## config.mk

```make
export PLATFORM = sky130hd
export DESIGN_NAME = rca_byte_serial_adder
export DESIGN_NICKNAME = d
export VERILOG_FILES = /design/src/rtl/rca_pkg.sv /design/src/rtl/rca8bit.sv /design/src/rtl/rca_byte_serial_adder.sv
export SDC_FILE = /design/constraint.sdc
export NUM_CORES = 1
export LEC_CHECK = 0
export ABC_AREA = 1
export BUFFER_PORTS_ARGS = -buffer_cell sky130_fd_sc_hd__clkbuf_2
export CAP_MARGIN = 20
export CORE_MARGIN = 4
export CORE_UTILIZATION = 58
export DETAILED_ROUTE_END_ITERATION = 12
export HOLD_SLACK_MARGIN = 0.15
export PLACE_DENSITY = 0.85
export SYNTH_ARGS = -nofsm -noshare
export SYNTH_HDL_FRONTEND = slang
export SYNTH_SLANG_ARGS = --single-unit
```

## constraint.sdc

```tcl
create_clock -name clk -period 7.55 [get_ports clk]
set_input_delay 1.51 -clock clk [delete_from_list [all_inputs] [get_ports clk]]
set_output_delay 1.51 -clock clk [all_outputs]
set_load 0.02 [all_outputs]
```

## src/rtl/rca_pkg.sv

```systemverilog
// Shared constants and FSM state type for the byte-serial ripple-carry adder.
package rca_pkg;

   localparam int unsigned BYTE_W = 8;

   typedef enum logic [1:0] {
      ST_IDLE = 2'd0,
      ST_RUN  = 2'd1,
      ST_DONE = 2'd2
   } state_e;

endpackage

```

## src/rtl/rca8bit.sv

```systemverilog
// Combinational 8-bit ripple-carry adder slice.
module rca8bit (
   input  logic [7:0] A,
   input  logic [7:0] B,
   input  logic       C,
   output logic [7:0] S,
   output logic       cout
);

   logic carry;

   // Ripple the carry bit by bit from the LSB.
   always_comb begin
      carry = C;
      S     = '0;
      for (int i = 0; i < 8; i++) begin
         S[i]  = A[i] ^ B[i] ^ carry;
         carry = (A[i] & B[i]) | (carry & (A[i] ^ B[i]));
      end
      cout = carry;
   end

endmodule

```

## src/rtl/rca_byte_serial_adder.sv

```systemverilog
// Wide unsigned adder that reuses one 8-bit ripple-carry slice, one byte per cycle, LSB first.
module rca_byte_serial_adder
   import rca_pkg::*;
#(
   parameter int unsigned NBYTES = 4
) (
   input  logic                     clk,
   input  logic                     rst,
   input  logic                     in_valid,
   output logic                     in_ready,
   input  logic [BYTE_W*NBYTES-1:0] a,
   input  logic [BYTE_W*NBYTES-1:0] b,
   input  logic                     cin,
   output logic                     out_valid,
   input  logic                     out_ready,
   output logic [BYTE_W*NBYTES-1:0] sum,
   output logic                     cout,
   output logic                     busy
);

   localparam int unsigned W    = BYTE_W * NBYTES;
   localparam int unsigned IdxW = (NBYTES > 1) ? $clog2(NBYTES) : 1;
   localparam logic [IdxW-1:0] IdxLast = IdxW'(NBYTES - 1);

   state_e          state_q, state_d;
   logic [W-1:0]    a_q, a_d;
   logic [W-1:0]    b_q, b_d;
   logic [W-1:0]    sum_q, sum_d;
   logic            carry_q, carry_d;
   logic            cout_q, cout_d;
   logic [IdxW-1:0] idx_q, idx_d;

   logic [7:0]      add_a, add_b, add_s;
   logic            add_cout;

   rca8bit u_rca8bit (
      .A    (add_a),
      .B    (add_b),
      .C    (carry_q),
      .S    (add_s),
      .cout (add_cout)
   );

   // Next-state, byte selection and handshake outputs.
   always_comb begin
      state_d   = state_q;
      a_d       = a_q;
      b_d       = b_q;
      sum_d     = sum_q;
      carry_d   = carry_q;
      cout_d    = cout_q;
      idx_d     = idx_q;
      add_a     = a_q[BYTE_W*idx_q +: BYTE_W];
      add_b     = b_q[BYTE_W*idx_q +: BYTE_W];
      in_ready  = 1'b0;
      out_valid = 1'b0;
      busy      = 1'b1;

      case (state_q)
         ST_IDLE: begin
            in_ready = 1'b1;
            busy     = 1'b0;
            if (in_valid) begin
               a_d     = a;
               b_d     = b;
               carry_d = cin;
               idx_d   = '0;
               sum_d   = '0;
               state_d = ST_RUN;
            end
         end
         ST_RUN: begin
            sum_d[BYTE_W*idx_q +: BYTE_W] = add_s;
            carry_d = add_cout;
            if (idx_q == IdxLast) begin
               // Hold idx at the top byte so it never leaves 0..NBYTES-1.
               cout_d  = add_cout;
               state_d = ST_DONE;
            end else begin
               idx_d = idx_q + IdxW'(1);
            end
         end
         ST_DONE: begin
            out_valid = 1'b1;
            if (out_ready) begin
               state_d = ST_IDLE;
            end
         end
         default: begin
            state_d = ST_IDLE;
         end
      endcase
   end

   // State and datapath registers with synchronous reset.
   always_ff @(posedge clk) begin
      if (rst) begin
         state_q <= ST_IDLE;
         a_q     <= '0;
         b_q     <= '0;
         sum_q   <= '0;
         carry_q <= 1'b0;
         cout_q  <= 1'b0;
         idx_q   <= '0;
      end else begin
         state_q <= state_d;
         a_q     <= a_d;
         b_q     <= b_d;
         sum_q   <= sum_d;
         carry_q <= carry_d;
         cout_q  <= cout_d;
         idx_q   <= idx_d;
      end
   end

   assign sum  = sum_q;
   assign cout = cout_q;

endmodule

```

Word level (Yosys, flattened, before mapping)
Cells that the tools add are included.
Storage, ports and cells
  register bits: 102
  word-level logic and storage cells: 82
  output and inout port bits: 36
Operators by class
  add/subtract/negate cells: 2
  mux-type cells: 15
  bitwise operators: 40
  shift-type cells: 4
  equality and inequality tests: 7
  reduce and logical (&&, ||, !) cells: 7
Operators with widths (number)
  $pmux 32 s2: 1
  $shiftx 32x6->8: 2
  $neg 5->34: 1
  $shift 8x34->32 const A: 1
  $shiftx 8x34->32: 1
  $bwmux 32: 1
  $mux 32: 1
  $and 1x1->1: 16
  $xor 1x1->1: 16
  $mux 2: 5
  $ne 2x2->1 const B: 4
  $or 1x1->1: 8
  $pmux 2 s3: 1
  $reduce_and 2->1: 3
  $reduce_and 3->1: 2
  $eq 2x2->1 const B: 2
  $mux 1: 4
  $pmux 2 s2: 1
  $add 2x1->2 const B: 1
  $eq 2x1->1 const B: 1
  $logic_not 2->1: 1
  $pmux 1 s2: 1
  $reduce_bool 2->1: 1

Longest topological paths before layout
Gate-level depths: netlist of the first run.
  word-level depth: 20
  gate-level depth with buffers: 21
  mapped depth without buffers: 19

Modules after synthesis
From an unflattened synthesis of the first run, not the netlist that was laid out.
Unflattened totals
  cells, all modules: 643
  area, all modules: 4643.2 um^2
Modules (own cells, without submodules)
  rca_byte_serial_adder: cells each 625, seq. area each 2042.0 um^2, area each 4445.5 um^2, instances 1
  rca8bit: cells each 18, seq. area each 0.0 um^2, area each 197.7 um^2, instances 1

Worst setup path after synthesis of the first run
No wires, ideal clock.
  kind: register to register
  start point: reg idx_q[0]
  end point: reg sum_q[31], in the netlist sum[31]
  data arrival time: 4.282 ns
  setup time: 0.132 ns
  buffers on the path: 2
  stages on the path, launching flop included: 22
  slack: 3.136 ns
  path through: dfxtp_1 > buf_2 > inv_1 > clkbuf_1 > nor2_1 > nor2_1 > a21oi_1 > fa_1 > fa_1 > fa_1 > fa_1 > fa_1 > inv_1 > fa_1 > inv_1 > fa_1 > inv_1 > fa_1 > nand2_1 > nor2_1 > nand2_1 > a21oi_1
On the way
  word-level cells in the longest chain between the ends: 20
  elaborated cells between the ends (all ways): 44
  classes of those cells: add/sub (1); shift (4); mux (2); bitwise (37)
Ends and longest elaborated chain
  start: declaration: line rca_byte_serial_adder.sv:31  | logic [IdxW-1:0] idx_q, idx_d;
  start signal: assignment: line rca_byte_serial_adder.sv:112  | idx_q <= idx_d;
  $shiftx 32x6->8 (on tied branches): line rca_byte_serial_adder.sv:53, rca_byte_serial_adder.sv:54
  $xor 1x1->1: line rca8bit.sv:17, rca8bit.sv:18
  $and 1x1->1: line rca8bit.sv:18  | carry = (A[i] & B[i]) | (carry & (A[i] ^ B[i]));
  $or 1x1->1: line rca8bit.sv:18
  $and 1x1->1: line rca8bit.sv:18
  $or 1x1->1: line rca8bit.sv:18
  $and 1x1->1: line rca8bit.sv:18
  $or 1x1->1: line rca8bit.sv:18
  [4 not listed]
  $and 1x1->1: line rca8bit.sv:18
  $or 1x1->1: line rca8bit.sv:18
  $and 1x1->1: line rca8bit.sv:18
  $or 1x1->1: line rca8bit.sv:18
  $xor 1x1->1: line rca8bit.sv:17  | S[i] = A[i] ^ B[i] ^ carry;
  $shiftx 8x34->32: line rca_byte_serial_adder.sv:73  | sum_d[BYTE_W*idx_q +: BYTE_W] = add_s;
  $bwmux 32 (*): line rca_byte_serial_adder.sv:73
  $pmux 32 s2 (*): line rca_byte_serial_adder.sv:59  | case (state_q)
  end signal: assignment: line rca_byte_serial_adder.sv:109  | sum_q <= sum_d;
  end: declaration: line rca_byte_serial_adder.sv:28  | logic [W-1:0] sum_q, sum_d;
Mark *: on every way between the ends. The rest lies on a longest branch, timed or not.
A chain may end at the register's enable or synchronous reset.

Worst setup path after layout of the first run
Ends and elaborated chain as after synthesis.

==> results.ini, run 1 <==
[global_routing]
grt_pass1_wl_um = 17800
use_met3 = 0.0360
antenna_found_initial = 0
grt_most_used_layer = met2
met2_usage = 0.410
grtUsageTotal = 0.246
grt-ovfl-total = 0
grt_util_met1 = 0.319
first_global_vias = 3907
grt_max_degree = 69

[sta]
max_freq_ghz = 0.193
hold_viol = 0
finalSetupTns_ns = 0
post-route-min-period_ns = 5.18
setup_viol = 0
relSlewSlack = 0.340
finalCritPeriodShare = 0.687
worstMarginPinSlew_ns = 0.988
rsz0062_at_grt = false
fin_skew_ns = 0.00739
finalMaxSlewViolations = 0

[cts]
cts_max_path_buffers = 2
clk_latency_ns = 0.36
clock_tree.root_cell = clkbuf_8
cts_tree = built
cts.clk_slew.worst_paths_ns = 0.09
cts_resized = 0
postCtsSetupRepairBufs = 0
cts.sinks = 102
ctsHoldBuffers = 0
cts-htree-levels = 3
cts_buffers = 9

[yosys]
synth_flop_cell = dfxtp_1
synth.distinct_cells = 23
synth_area_um2 = 4510
syn_avg_cell_area_um2 = 7.22
synth_seq_cells = 102
async_flop_share = 0
synthesis.nets = 706
synthCells = 625
synth-edff-count = 0
ys_warn_count = 0
yosysSeqAreaShare = 0.452

[drt]
via_count = 4322
route.detailed.drc = 0
finalWirelength_um = 11400
viasPerCell = 5.38
ant_nets = 0
wl_per_cell_um = 14.1
drtIter0Drc = 249
firstDrtPassIters = 5

[final_layout]
area_growth_syn_to_layout_pct = 14.0
drive_above_1_share = 0.183
layout_commonest_cell = nor2_1
fillers = 647
layout_common_cells = 166 x nor2_1, 104 x clkbuf_2, 102 x dfxtp_1, 91 x o21ai_0, 65 x nand2_1
final_nets = 782
diodes = 0
fin_util = 0.694
final_cells = 804

[placement]
port_buffers = 104
gp_congestion = 0.850
dp.cells = 789
hpwl_um = 8300

[power_and_ir_drop]
power_density_nw_per_um2 = 220
power.ir.vdd_worst_v = 0.000123
leakagePower_uw = 0.00222

[die]
io_pins = 105
die_y_um = 96.2
initial_core_util = 0.609
die_w_um = 96.2
die-area_um2 = 9260
core_area_um2 = 7410
rows = 31

[setup_path]
cp-start-kind = flip-flop
arrival_ns = 5.41
worst_ep_required_time_ns = 7.77
end_kind = flip-flop
critical_path_class = flip-flop to flip-flop
cp_max_fo = 48

[status]
status = finished, final reports clean

[flow_run]
maxCapViolCount = 0

[min_path]
min_path_type = flip-flop to flip-flop

[critical path, cell delays in order (launching register included)]
cell     delay (ns)
dfxtp_1        0.31
buf_4          0.25
inv_1          0.77
nor2_1         0.08
nor2_1         0.14
a21oi_1        0.07
fa_1           0.43
fa_1           0.39
fa_1           0.39
fa_1           0.39
fa_1           0.37
inv_1          0.07
fa_1           0.16
inv_1          0.06
fa_1           0.35
inv_1          0.07
fa_1           0.42
nand2_1        0.10
nor2_1         0.05
nand2_1        0.11
a21oi_1        0.06
[cells by family (layout without fill, tap and decap cells)]
group / count (synthesis) / after routing / synth area share
AO/OA/AOI/OAI: 157 / 157 / 0.175
AND/OR/NAND/NOR: 282 / 282 / 0.254
flip-flops: 102 / 102 / 0.452
adder cells (fa/ha/maj): 12 / 12 / 0.0466
buffers and inverters: 72 / 152 / 0.0715
[where the power goes]
part	internal (uW)	total, uW	switching, uW
registers	572	593	21.3
logic	78.1	223	145
clock network	136	313	177
[routing by layer]
metal | routed length (um) | vias up
li1 | - | 2177
met1 | 4880 | 1970
met2 | 5560 | 152
met3 | 671 | 23
met4 | 255 | 0
met5 | 0 | -
[synthesized netlist by cell type, drive strengths merged (6+ instances only)]
library cell	count	area, um^2
nor2	169	647
dfxtp	102	2040
o21ai	96	480
nand2	66	250
a21oi	57	285
nand3	39	205
inv	28	105
clkbuf	23	90.1
buf	19	120
fa	8	160
nor3	6	30.0
[metrics by stage]
stage	total power (uW)	instance area [um^2]	worst slack, ns	hold slack (ns)
2_1_floorplan	759	4510	3.14	0.424
3_3_place_gp	819	4970	2.54	0.445
3_5_place_dp	825	4970	2.41	0.451
4_1_cts	1130	5140	2.39	0.465
5_1_grt	1180	5140	1.96	0.496
6_report	1130	5140	2.37	0.470
[sequential cells by signal (all words and copies together), names as in the netlist]
register / cells
sum: 32
idx_q: 2
a_q: 32
state_q: 2
carry_q: 1
b_q: 32
cout: 1
[area by class of cell]
class / count / area [um^2] / area share
inverters: 30 / 113 / 0.0219
multi-input cells: 451 / 2150 / 0.418
well taps: 99 / 124 / 0.0241
repair buffers: 107 / 543 / 0.106
flip-flops and latches: 102 / 2040 / 0.397
clock inverters: 3 / 20.0 / 0.00389
clock buffers: 12 / 155 / 0.0302
[path summary, 6_finish.rpt]
kind                 start       to  slack, ns  depth (start not counted)
setup / recovery  idx_q[0]  sum[31]       2.37                         20
hold / removal      b_q[3]   b_q[3]       0.47                          2
hold reg to reg     b_q[3]   b_q[3]       0.47                          2
setup reg to reg  idx_q[0]  sum[31]       2.37                         20
No activity file was read; power rests on OpenSTA's default activity.
==> inputs of run 2 (changes only) <==
ABC_AREA = 0   (was 1)
CORE_UTILIZATION = 53   (was 58)
PLACE_DENSITY = 0.79   (was 0.85)
clock period = 5 ns   (was 7.55 ns; I/O delays follow)
==> results.ini, run 2 <==
[status]
status = finished, final reports clean

[yosys]
synthCells = 453  ; -28%
async_flop_share = 0  ; unchanged
synth_top_area_frac = 0.473  ; +0.0205
syn_avg_cell_area_um2 = 9.53  ; +32%
yosysSeqAreaShare = 0.473  ; +0.0205
synth_seq_cells = 102  ; unchanged
synth.distinct_cells = 40  ; +74%
yosys.area.top_type = dfxtp_1
synth_top_cells_by_area = dfxtp_1 47%, nand2_1 11%, mux4_2 8.3%
ys_warn_count = 0  ; unchanged
synth_commonest_cells = 130 x nand2_1, 102 x dfxtp_1, 67 x a21oi_1
synth-edff-count = 0  ; unchanged
synthesis.nets = 534  ; -24%
yosysMostFrequentCell = nand2_1
synth_flop_cell = dfxtp_1
synth_area_um2 = 4320  ; -4.3%

[cts]
cts_buffers = 9  ; unchanged
cts_max_path_buffers = 2  ; unchanged
clk_latency_ns = 0.35  ; about the same
cts.sinks = 102  ; unchanged
cts_resized = 0  ; unchanged
postCtsSetupRepairBufs = 0  ; unchanged
cts_tree = built
clock_tree.root_cell = clkbuf_8
ctsHoldBuffers = 0  ; unchanged
cts-htree-levels = 3  ; unchanged
cts.clk_slew.worst_paths_ns = 0.09  ; about the same

[drt]
viasPerCell = 5.32  ; -0.96%
route.detailed.drc = 0  ; unchanged
firstDrtPassIters = 4  ; -1
wl_per_cell_um = 15.3  ; +7.9%
route.met3.wl_um = 526  ; -22%
routed.top_layer = met4
finalWirelength_um = 9880  ; -13%
via_count = 3450  ; -20%
dr_wl_met2_um = 4800  ; -14%
drtIter0Drc = 158  ; -37%
wl_met1_um = 4440  ; -9.0%
ant_nets = 0  ; unchanged

[sta]
post-route-min-period_ns = 4.55  ; -0.636 ns
finalMaxSlewViolations = 0  ; unchanged
finalSetupTns_ns = 0  ; unchanged
max_freq_ghz = 0.220  ; +14%
relSlewSlack = 0.453  ; +0.112
fin_ws_ns = 0.451  ; -1.91 ns
worstMarginPinSlew_ns = 0.821  ; -0.167 ns
setup_viol = 0  ; unchanged
hold_viol = 0  ; unchanged
finalCritPeriodShare = 0.910  ; +0.223
fin_skew_ns = 0.0106  ; +0.00323 ns
rsz0062_at_grt = false

[die]
core_area_um2 = 7810  ; +5.4%
rows = 32  ; +3.2%
initial_core_util = 0.553  ; -0.0561
die_y_um = 98.3  ; +2.1%
die-area_um2 = 9660  ; +4.3%
die_w_um = 98.3  ; +2.1%
io_pins = 105  ; unchanged

[setup_path]
critical_path_class = flip-flop to flip-flop
crit_path_start = idx_q[1]
r2r-end = sum[7]
cp_max_fo = 11  ; -77%
cp-start-kind = flip-flop
max_stage_delay_ns = 0.60  ; -0.17 ns
cp_slowest_cell = dfxtp_1
reg2reg_from = idx_q[1]
arrival_ns = 4.79  ; -0.62 ns
worst_ep_required_time_ns = 5.24  ; -2.53 ns
end_kind = flip-flop
path_common_cell = fa_1
endpoint = sum[7]
r2r_slack_ns = 0.45  ; -1.91 ns
cp_cell_sequence = mux4_2 > inv_1 > fa_1 > fa_1 > fa_1 > fa_1 > fa_1 > inv_1 > fa_1 > inv_1 > fa_1 > inv_1 > fa_1 > nor2b_1 > a22o_1
r2r_cells = 15  ; -25%

[final_layout]
area_growth_syn_to_layout_pct = 16.1
fillers = 695  ; +7.4%
layout_common_cells = 130 x nand2_1, 103 x clkbuf_2, 102 x dfxtp_1, 67 x a21oi_1, 30 x a22o_1
final_nets = 624  ; -20%
layout_commonest_cell = nand2_1
diodes = 0  ; unchanged
drive_above_1_share = 0.278  ; +0.0954

[placement]
gp_congestion = 0.830  ; -2.4%
port_buffers = 104  ; unchanged
pre_cts_ws_ns = 0.463  ; -1.95 ns
hpwl_um = 7500  ; -9.6%

[power_and_ir_drop]
power.ir.vdd_worst_v = 0.000159  ; +29%
leakagePower_uw = 0.00208  ; -6.3%
power_density_nw_per_um2 = 314  ; +43%

[global_routing]
antenna_found_initial = 0  ; unchanged
grt-ovfl-total = 0  ; unchanged
grt_max_degree = 69  ; unchanged
first_global_vias = 3342  ; -14%
grt_pass1_wl_um = 16200  ; -9.3%
grtUsageTotal = 0.205  ; -0.0412

[min_path]
min_path_type = flip-flop to flip-flop

[flow_run]
maxCapViolCount = 0  ; unchanged

run 2: logic make-up (layout without fill, tap and decap cells):
group                      count (synthesis)  count (layout)  synth area share
adders and majority gates                 12              12            0.0487
DFF                                      102             102             0.473
muxes                                     21              21            0.0959
AOI/OAI and AO/OA                        108             108             0.165
buffers and inverters                     51             144            0.0571
and+or+nand+nor                          159             159             0.160
run 2: how the worst min path moves through the flow:
stage / startpoint / endpoint / slack (ns) / cells after the start
global route: a_q[3] / a_q[3] / 0.48 / 2
global placement: a_q[5] / a_q[5] / 0.44 / 2
finish: b_q[14] / b_q[14] / 0.46 / 2
detailed placement: b_q[19] / b_q[19] / 0.45 / 2
floorplan: a_q[16] / a_q[16] / 0.43 / 2
CTS: b_q[19] / b_q[19] / 0.46 / 2
run 2: through the flow:
step	total power, uW	instance area [um^2]	utilization	hold WS (ns)	instances
after global placement	1110	4840	0.621	0.440	634
after floorplan	1050	4320	-	0.433	453
after global routing	1640	5010	0.642	0.482	648
after detailed placement	1110	4840	0.621	0.448	634
after CTS	1580	5010	0.642	0.460	648
final	1570	5010	0.642	0.459	648
run 2: area by class of cell:
| type | instances | area (um^2) | share of cell area |
|---|---|---|---|
| timing repair buffer | 110 | 566 | 0.113 |
| multi-input combinational | 300 | 2030 | 0.406 |
| sequential | 102 | 2040 | 0.407 |
| clock buffer | 12 | 135 | 0.0269 |
| clock inverter | 2 | 35.0 | 0.00699 |
| inverter | 20 | 75.1 | 0.0150 |
| tap | 102 | 128 | 0.0254 |
run 2: critical path, delay by kind of cell, from the launching register on:
kind | cells | cell delay [ns]
buffers and inverters | 4 | 0.25
adders and majority gates | 8 | 2.86
and+or+nand+nor | 1 | 0.17
DFF | 1 | 0.60
muxes | 1 | 0.30
AOI/OAI and AO/OA | 1 | 0.27
run 2: layer usage:
| metal | global-route usage | vias up |
|---|---|---|
| met3 | 0.0379 | 13 |
| met5 | 0 | - |
| met4 | 0.0578 | 0 |
| li1 | - | 1714 |
| met2 | 0.340 | 102 |
| met1 | 0.276 | 1621 |
run 2: power breakdown:
group / total, uW / internal, uW / switching (uW)
clock: 478 / 226 / 251
sequential: 872 / 849 / 23.0
combinational: 224 / 95.0 / 129
==> inputs of run 3 (changes only) <==
CELL_PAD_IN_SITES_DETAIL_PLACEMENT = 0   (was default)
CELL_PAD_IN_SITES_GLOBAL_PLACEMENT = 1   (was default)
CORE_UTILIZATION = 40   (was 53)
PLACE_DENSITY = default   (was 0.79)
PLACE_DENSITY_LB_ADDON = 0.1   (was default)
SLEW_MARGIN = 20   (was default)
==> results.ini, run 3 (same netlist as run 2, synthesis figures left out) <==
[power_and_ir_drop]
power_density_nw_per_um2 = 308  ; -1.7%
power.ir.vdd_worst_v = 0.000148  ; -6.8%
leakagePower_uw = 0.00209  ; +0.12%

[sta]
finalSetupTns_ns = 0  ; unchanged
rsz0062_at_grt = false
post-route-min-period_ns = 4.41  ; -0.142 ns
worstMarginPinSlew_ns = 0.704  ; -0.117 ns
relSlewSlack = 0.530  ; +0.0778
finalCritPeriodShare = 0.881  ; -0.0283
hold_viol = 0  ; unchanged
fin_skew_ns = 0.0115  ; +0.000890 ns
setup_viol = 0  ; unchanged
whs_ns = 0.456  ; -0.00288 ns
max_freq_ghz = 0.227  ; +3.2%
finalMaxSlewViolations = 0  ; unchanged

[drt]
ant_nets = 0  ; unchanged
drtIter0Drc = 135  ; -15%
via_count = 3383  ; -1.9%
viasPerCell = 4.95  ; -7.1%
route.detailed.drc = 0  ; unchanged
wl_per_cell_um = 15.1  ; -0.76%
finalWirelength_um = 10400  ; +4.8%
firstDrtPassIters = 6  ; +2

[final_layout]
drive_above_1_share = 0.288  ; +0.00993
final_nets = 625  ; +0.16%
layout_commonest_cell = nand2_1
diodes = 0  ; unchanged
area_growth_syn_to_layout_pct = 17.4
layout_common_cells = 130 x nand2_1, 103 x clkbuf_2, 101 x dfxtp_1, 67 x a21oi_1, 30 x a22o_1
fillers = 1034  ; +49%

[placement]
gp_congestion = 0.739  ; -11%
hpwl_um = 7700  ; +2.6%
port_buffers = 104  ; unchanged

[global_routing]
grt_pass1_wl_um = 17100  ; +5.9%
grt_util_met1 = 0.217  ; -0.0587
first_global_vias = 3336  ; -0.18%
grt_most_used_layer = met2
grt_max_degree = 69  ; unchanged
antenna_found_initial = 0  ; unchanged
grt-ovfl-total = 0  ; unchanged
use_met3 = 0.0446  ; +0.00671
grtUsageTotal = 0.168  ; -0.0371
met2_usage = 0.281  ; -0.0584

[setup_path]
path_common_cell = fa_1
cp.depth = 15  ; unchanged
crit_path_start = idx_q[0]
max_stage_delay_ns = 0.42  ; -0.18 ns
cp_slowest_cell = fa_1
cp-start-kind = flip-flop
reg2reg_from = idx_q[0]
critical_path_class = flip-flop to flip-flop
worst_ep_required_time_ns = 5.26  ; +0.02 ns
r2r_cells = 15  ; unchanged
cp_max_fo = 9  ; -2
end_kind = flip-flop
arrival_ns = 4.66  ; -0.13 ns
crit_family = adder cells
crit_buf_inv = 4  ; unchanged
cp_cell_sequence = mux4_2 > inv_1 > fa_1 > fa_1 > fa_1 > fa_1 > fa_1 > inv_1 > fa_1 > inv_1 > fa_1 > inv_1 > fa_1 > nor2b_1 > a22o_1

[min_path]
min_path_type = flip-flop to flip-flop
min-delay-start = b_q[2]
hold_depth = 2  ; unchanged

[cts]
clock_tree.root_cell = clkbuf_8
cts_buffers = 9  ; unchanged
postCtsSetupRepairBufs = 0  ; unchanged
cts_tree = built
cts.sinks = 102  ; unchanged
cts.clk_slew.worst_paths_ns = 0.10  ; about the same
clk_latency_ns = 0.36  ; about the same
cts-htree-levels = 3  ; unchanged
cts_resized = 0  ; unchanged
ctsHoldBuffers = 0  ; unchanged
cts_max_path_buffers = 2  ; unchanged

[die]
rows = 37  ; +16%
die_w_um = 112  ; +14%
io_pins = 105  ; unchanged
die-area_um2 = 12500  ; +30%
die_y_um = 112  ; +14%
initial_core_util = 0.415  ; -0.139
core_area_um2 = 10400  ; +33%

[flow_run]
maxCapViolCount = 0  ; unchanged

[status]
status = finished, final reports clean

[run 3: changes by cell type in the layout (fill, tap and decap cells not counted)]
| cell | previous run | this run |
|---|---|---|
| clkinvlp_4 | 0 | 2 |
| bufinv_16 | 1 | 0 |
| buf_2 | 1 | 0 |
| dfxtp_1 | 102 | 101 |
| clkinv_4 | 0 | 1 |
| clkbuf_1 | 3 | 0 |
| dfxtp_2 | 0 | 1 |
| inv_6 | 0 | 2 |
| buf_4 | 6 | 8 |
[run 3: layer usage]
layer	share of wire	wire length (um)
met5	0	0
met2	0.49	5090
met3	0.053	546
met4	0.0086	89
met1	0.45	4620
[run 3: through the flow]
| step | std cells | instance area [um^2] | power [uW] | util | worst slack, ns |
|---|---|---|---|---|---|
| after floorplan | 453 | 4320 | 1050 | - | 0.581 |
| after global placement | 669 | 4900 | 1120 | 0.470 | 0.628 |
| after detailed placement | 669 | 4900 | 1120 | 0.470 | 0.586 |
| after CTS | 684 | 5070 | 1590 | 0.486 | 0.566 |
| after global routing | 684 | 5070 | 1640 | 0.487 | 0.421 |
| final | 684 | 5070 | 1560 | 0.487 | 0.593 |
[run 3: final timing paths]
check | slack [ns] | to
min | 0.46 | b_q[2]
max | 0.59 | sum[7]
min reg2reg | 0.46 | b_q[2]
max reg2reg | 0.59 | sum[7]
[run 3: final cells by class]
type	count	area, um^2	area share
Inverter	20	75.1	0.0148
Sequential cell	102	2040	0.403
Tap cell	136	170	0.0336
Multi-Input combinational cell	300	2030	0.401
Timing Repair Buffer	111	576	0.114
Clock buffer	9	124	0.0244
Clock inverter	6	46.3	0.00913
[run 3: power breakdown]
group          switching, uW  internal, uW
registers               21.8           849
logic                    131          96.2
clock network            284           182
[run 3: worst min-delay path, cell delays in order, from the launching register on]
cell	delay (ns)
dfxtp_1	0.32
nand2_1	0.05
a21oi_1	0.05
